===== config.mk =====
export PLATFORM = sky130hd
export DESIGN_NAME = inst_align_buffer
export DESIGN_NICKNAME = d
export VERILOG_FILES = /design/src/rtl/inst_align_buffer.sv
export SDC_FILE = /design/constraint.sdc
export NUM_CORES = 1
export LEC_CHECK = 0
export ABC_AREA = 1
export CORE_ASPECT_RATIO = 0.8
export CORE_MARGIN = 3
export CORE_UTILIZATION = 46
export DETAILED_ROUTE_END_ITERATION = 12
export PLACE_DENSITY = 0.77
export RECOVER_POWER = 25
export SLEW_MARGIN = 0
export SYNTH_ARGS = -nofsm -noshare
export SYNTH_HDL_FRONTEND = slang
export SYNTH_SLANG_ARGS = --single-unit

===== constraint.sdc =====
create_clock -name clk -period 2.5 [get_ports clk]
set_clock_uncertainty 0.15 [all_clocks]
set_input_delay 0.25 -clock clk [delete_from_list [all_inputs] [get_ports clk]]
set_output_delay 0.25 -clock clk [all_outputs]
set_load 0.01 [all_outputs]

===== src/rtl/inst_align_buffer.sv =====
// rtl/inst_align_buffer.sv - fetch-side instruction alignment buffer feeding decode
// Define RVC_EN for 16-bit compressed support; otherwise every instruction is a 32-bit word.
module inst_align_buffer #(
  parameter logic [31:0] RESET_PC = 32'h6000_0000
) (
  input  logic        clk,
  input  logic        rst_n,
  output logic        imem_req,
  output logic [31:0] imem_addr,
  input  logic        imem_resp,
  input  logic [31:0] imem_rdata,
  input  logic        redirect,
  input  logic [31:0] redirect_pc,
  output logic        o_valid,
  input  logic        i_ready,
  output logic [31:0] o_inst,
  output logic [31:0] o_pc,
  output logic        o_compressed
);

  typedef enum logic [1:0] {F_IDLE, F_WAIT, F_DROP} fstate_t;

  fstate_t     state_q, state_d;
  logic [15:0] par_q [4];
  logic [15:0] par_d [4];
  logic [1:0]  head_q, head_d;
  logic [2:0]  cnt_q, cnt_d;
  logic [31:0] pc_q, pc_d;
  logic [31:0] faddr_q, faddr_d;
`ifdef RVC_EN
  logic        skip_q, skip_d;
`endif

  logic [15:0] hd0, hd1;
  logic        is_c, skip_low, fire, resp_ok;
  logic [2:0]  pop_n, push_n, cnt_after;
  logic [1:0]  tail;

  always_comb begin
    hd0 = par_q[head_q];
    hd1 = par_q[head_q + 2'd1];
`ifdef RVC_EN
    is_c     = hd0[1:0] != 2'b11;
    skip_low = skip_q;
`else
    is_c     = 1'b0;
    skip_low = 1'b0;
`endif
    o_valid      = (cnt_q >= 3'd1 && is_c) || (cnt_q >= 3'd2);
    o_compressed = o_valid & is_c;
    o_inst       = '0;
    if (o_valid) o_inst = is_c ? {16'h0000, hd0} : {hd1, hd0};
    o_pc      = pc_q;
    imem_addr = faddr_q;

    // A handshake during redirect is killed downstream, so it must not pop.
    fire      = o_valid & i_ready & ~redirect;
    pop_n     = fire ? (is_c ? 3'd1 : 3'd2) : 3'd0;
    resp_ok   = (state_q == F_WAIT) & imem_resp & ~redirect;
    push_n    = resp_ok ? (skip_low ? 3'd1 : 3'd2) : 3'd0;
    cnt_after = cnt_q - pop_n + push_n;
    tail      = head_q + cnt_q[1:0];
    imem_req  = rst_n & ~redirect & ((state_q == F_IDLE) | resp_ok) & (cnt_after <= 3'd2);

    state_d = state_q;
    head_d  = head_q;
    cnt_d   = cnt_q;
    pc_d    = pc_q;
    faddr_d = faddr_q;
    par_d   = par_q;
`ifdef RVC_EN
    skip_d  = skip_q;
`endif
    if (redirect) begin
      cnt_d   = 3'd0;
      pc_d    = redirect_pc;
      faddr_d = {redirect_pc[31:2], 2'b00};
`ifdef RVC_EN
      skip_d  = redirect_pc[1];
`endif
      // A response landing in this cycle is the stale one, so nothing is left to drop.
      if (state_q != F_IDLE) state_d = imem_resp ? F_IDLE : F_DROP;
    end else begin
      head_d = head_q + pop_n[1:0];
      cnt_d  = cnt_after;
      pc_d   = pc_q + {28'd0, pop_n, 1'b0};
      if (resp_ok) begin
        if (skip_low) begin
          par_d[tail] = imem_rdata[31:16];
        end else begin
          par_d[tail]         = imem_rdata[15:0];
          par_d[tail + 2'd1]  = imem_rdata[31:16];
        end
`ifdef RVC_EN
        skip_d = 1'b0;
`endif
      end
      if (state_q != F_IDLE && imem_resp) state_d = F_IDLE;
      if (imem_req) begin
        state_d = F_WAIT;
        faddr_d = faddr_q + 32'd4;
      end
    end
  end

  always_ff @(posedge clk or negedge rst_n) begin
    if (!rst_n) begin
      state_q <= F_IDLE;
      head_q  <= '0;
      cnt_q   <= '0;
      pc_q    <= RESET_PC;
      faddr_q <= RESET_PC;
      for (int i = 0; i < 4; i++) par_q[i] <= '0;
    end else begin
      state_q <= state_d;
      head_q  <= head_d;
      cnt_q   <= cnt_d;
      pc_q    <= pc_d;
      faddr_q <= faddr_d;
      par_q   <= par_d;
    end
  end

`ifdef RVC_EN
  always_ff @(posedge clk or negedge rst_n) begin
    if (!rst_n) skip_q <= 1'b0;
    else        skip_q <= skip_d;
  end
`endif

endmodule


==> flow_metrics.tcl <==
set metrics [dict create \
    synth_fa_ha_area_frac 0.00936 \
    firstDrtPassIters 5 \
    synth_simple_gate_area_share 0.350 \
    max-slew-margin-rel 0.511 \
    clk_latency_ps 420 \
    cts_buffer_depth 2 \
    grt_pass1_vias 7009 \
    grtUsageTotal 0.259 \
    whs_ps 232 \
    multiInputGateArea_sq_um 3670 \
    synthTopCellsByArea "dfrtp_1 42%, nand2_1 23%, nor2_1 5.2%" \
    grt_max_degree 132 \
    synth_top_flop_cell "dfrtp_1" \
    r2r-end "imem_addr[3]$_DFFE_PN0N_" \
    synthXorXnorAreaFrac 0.0175 \
    fin_crit_sh 1.08 \
    fin_area_sq_um 10400 \
    crit_path_start "cnt_q[2]$_DFF_PN0_" \
    setup_ws_ps -205 \
    grt_pass1_wl_um 36500 \
    cap_violations 0 \
    port_buffers 164 \
    dieArea_sq_um 17900 \
    reg2reg_depth 16 \
    synth_edf_count 0 \
    cts_tree "done" \
    setup_viol 21 \
    tightest_slew_ps 733 \
    fin_setup_tns_ps -1270 \
    num_vias 7613 \
    hold_violations 0 \
    fmax_ghz 0.370 \
    overflow 0 \
    hp-class "input pin to flip-flop" \
    wl_per_cell_um 15.8 \
    synth_seq_cells 131 \
    drc 0 \
    areaGrowthSynthToFinish_pct 38.2 \
    place_inst 1441 \
    status "complete, but fails checks" \
    cp-start-kind "flip-flop" \
    io_pins 168 \
    async_reset_ff_frac 1.00 \
    antenna_found_initial 0 \
    clock_sinks 131 \
    cts-root-buf "clkbuf_16" \
    coreArea_sq_um 15900 \
    slew_viol_final 0 \
    fp.dieW_um 149 \
    min_from "redirect_pc[0]" \
    syn_avg_cell_area_sq_um 6.98 \
    die_y_um 120 \
    rsz0062_at_grt "true" \
    place_area_sq_um 9440 \
    hold_path_end "o_pc[0]$_DFFE_PN0P_" \
    drt_iter0_markers 644 \
    synth_compound_area_frac 0.0987 \
    drive_gt1_frac 0.118 \
    worstHoldPathCells 3 \
    nNetsFinal 1336 \
    finalWirelength_um 23500 \
    gp_congestion 0.949 \
    clkTransAtPathRegs_ps 60 \
    yosys_warnings 0 \
    numCtsBuffers 17 \
    cp_data_required_time_ps 2100 \
    netlist_area_sq_um 7490 \
    num_rows 41 \
    fin_crit_ps 2710 \
    initial_utilization 0.472 \
    synth_top_family_by_area "simple AND/OR/NAND/NOR gates" \
    dp_hpwl_um 16200 \
    power_leakage_nw 4.86 \
    ys_types 34 \
    worstSetupPathType "flip-flop to output port" \
    cts_max_level 4 \
    violations "negative setup slack" \
    routed_via_density 5.11 \
    n_antenna_cell 0 \
    seq_area_sq_um 3280 \
    ant_nets 0 \
    yosysSeqAreaShare 0.438 \
    cp_max_fo 3 \
    stdcell_count 1490 \
    syn_inst 1073 \
    critPathArrivalTime_ps 2310 \
    r2r_start "cnt_q[2]$_DFF_PN0_" \
    synthMuxAreaShare 0 \
    endpoint_kind "output port" \
    r2r_slack_ps -120 \
    yosysTopAreaCell "dfrtp_1" \
    p_per_area_nw_per_um2 921 \
    synthDominantCellAreaShare 0.424 \
    fillCellCount 1379 \
    ir_drop_v 0.000596 \
]
-- flip-flops by register name, indices dropped and copies added (netlist names) --
signal	count
cnt_q	2
head_q	1
imem_addr	30
o_pc	32
par_q	64
state_q	2
-- per-stage QoR --
stage / util / setup slack [ps] / power [mW]
2_1_floorplan: - / 3.58 / 5.15
3_3_place_gp: 0.596 / -680 / 6.49
3_5_place_dp: 0.596 / -695 / 6.59
4_1_cts: 0.637 / -244 / 9.24
5_1_grt: 0.653 / -296 / 10.2
6_report: 0.653 / -205 / 9.53
-- area by class of cell --
cell class	count	area share
clock inverter	15	0.0166
timing repair buffer	209	0.206
sequential	131	0.317
multi-input combinational	800	0.355
clock buffer	17	0.0411
tap	215	0.0260
inverter	103	0.0384
-- worst max-delay path by stage --
| stage | end | slack [ps] | depth (start not counted) |
|---|---|---|---|
| 3_5_place_dp | imem_req | -700 | 13 |
| 6_report | imem_req | -210 | 12 |
| 4_1_cts | imem_req | -240 | 12 |
| 2_1_floorplan | imem_req | 4 | 13 |
| 3_3_place_gp | imem_req | -680 | 13 |
| 5_1_grt | imem_req | -300 | 12 |
-- cells in the final DEF (no fill, tap or decap), types with 2 or more instances in the layout --
cell type / n
nor3_1: 2
buf_6: 4
o21ai_0: 48
o21ai_1: 6
inv_2: 4
conb_1: 3
clkinv_4: 5
nand2_1: 447
nand4_1: 3
buf_4: 32
bufinv_16: 2
ha_1: 3
o21ai_2: 29
clkbuf_16: 20
inv_1: 96
clkinvlp_4: 3
nand3_2: 7
xor2_1: 7
nor2_2: 5
nor2_1: 102
nor2_4: 4
dfrtp_1: 126
o21bai_1: 3
nand2_2: 8
inv_6: 7
buf_12: 7
a21oi_1: 37
clkdlybuf4s50_1: 162
nand3b_1: 3
dfstp_2: 4
nand3_1: 67
xnor2_1: 7
-- critical path, stage by stage (launching register included) --
cell and delay (ps):
dfrtp_1 400, nor2_4 60, inv_2 80, nand3_4 80
fa_2 550, inv_2 50, ha_4 250, inv_2 30
nand3_2 70, inv_2 40, nand2_4 70, clkinv_4 70
buf_6 120
-- cells by family after synthesis --
| group | count (synthesis) |
|---|---|
| buffers and inverters | 145 |
| AND/OR/NAND/NOR | 652 |
| XOR/XNOR | 15 |
| other | 1 |
| flip-flops | 131 |
| AO/OA/AOI/OAI | 124 |
| adder cells (fa/ha/maj) | 5 |
-- layer usage --
| layer | vias up | wire [um] | global-route usage |
|---|---|---|---|
| met3 | 45 | 1560 | 0.0487 |
| li1 | 3719 | - | - |
| met1 | 3546 | 10800 | 0.385 |
| met5 | - | 0 | 0 |
| met2 | 303 | 10700 | 0.387 |
| met4 | 0 | 482 | 0.0739 |
-- synth_stat cells, types with 2 or more instances --
cell type and number:
a21oi_1 37, buf_2 5, buf_4 4, buf_6 10, clkbuf_1 23, dfrtp_1 127, dfstp_2 4, ha_1 4
inv_1 100, nand2_1 454, nand2_2 2, nand3_1 73, nand3_2 2, nand3b_1 3, nand4_1 3, nor2_1 103
nor2_2 5, nor2_4 2, nor3_1 2, o21ai_0 48, o21ai_1 6, o21ai_2 29, o21bai_1 3, xnor2_1 7
xor2_1 8
-- power breakdown --
part | total, mW | internal [mW] | switching (mW)
clock network | 2.55 | 1.50 | 1.06
registers | 3.40 | 2.79 | 0.612
logic | 3.58 | 1.70 | 1.88
total | 9.53 | 5.99 | 3.55
-- repair_timing --
action | 4_1_cts | 5_1_grt
buffers inserted | 4 | 7
hold endpoints to repair | 127 | 0
cloned | 0 | 6
gates resized for setup | 10 | 25
hold buffers | 1 | 0
endpoints found under the setup margin | 32 | 55
pin swaps | 5 | 9
No activity file was read; power rests on OpenSTA's default activity.
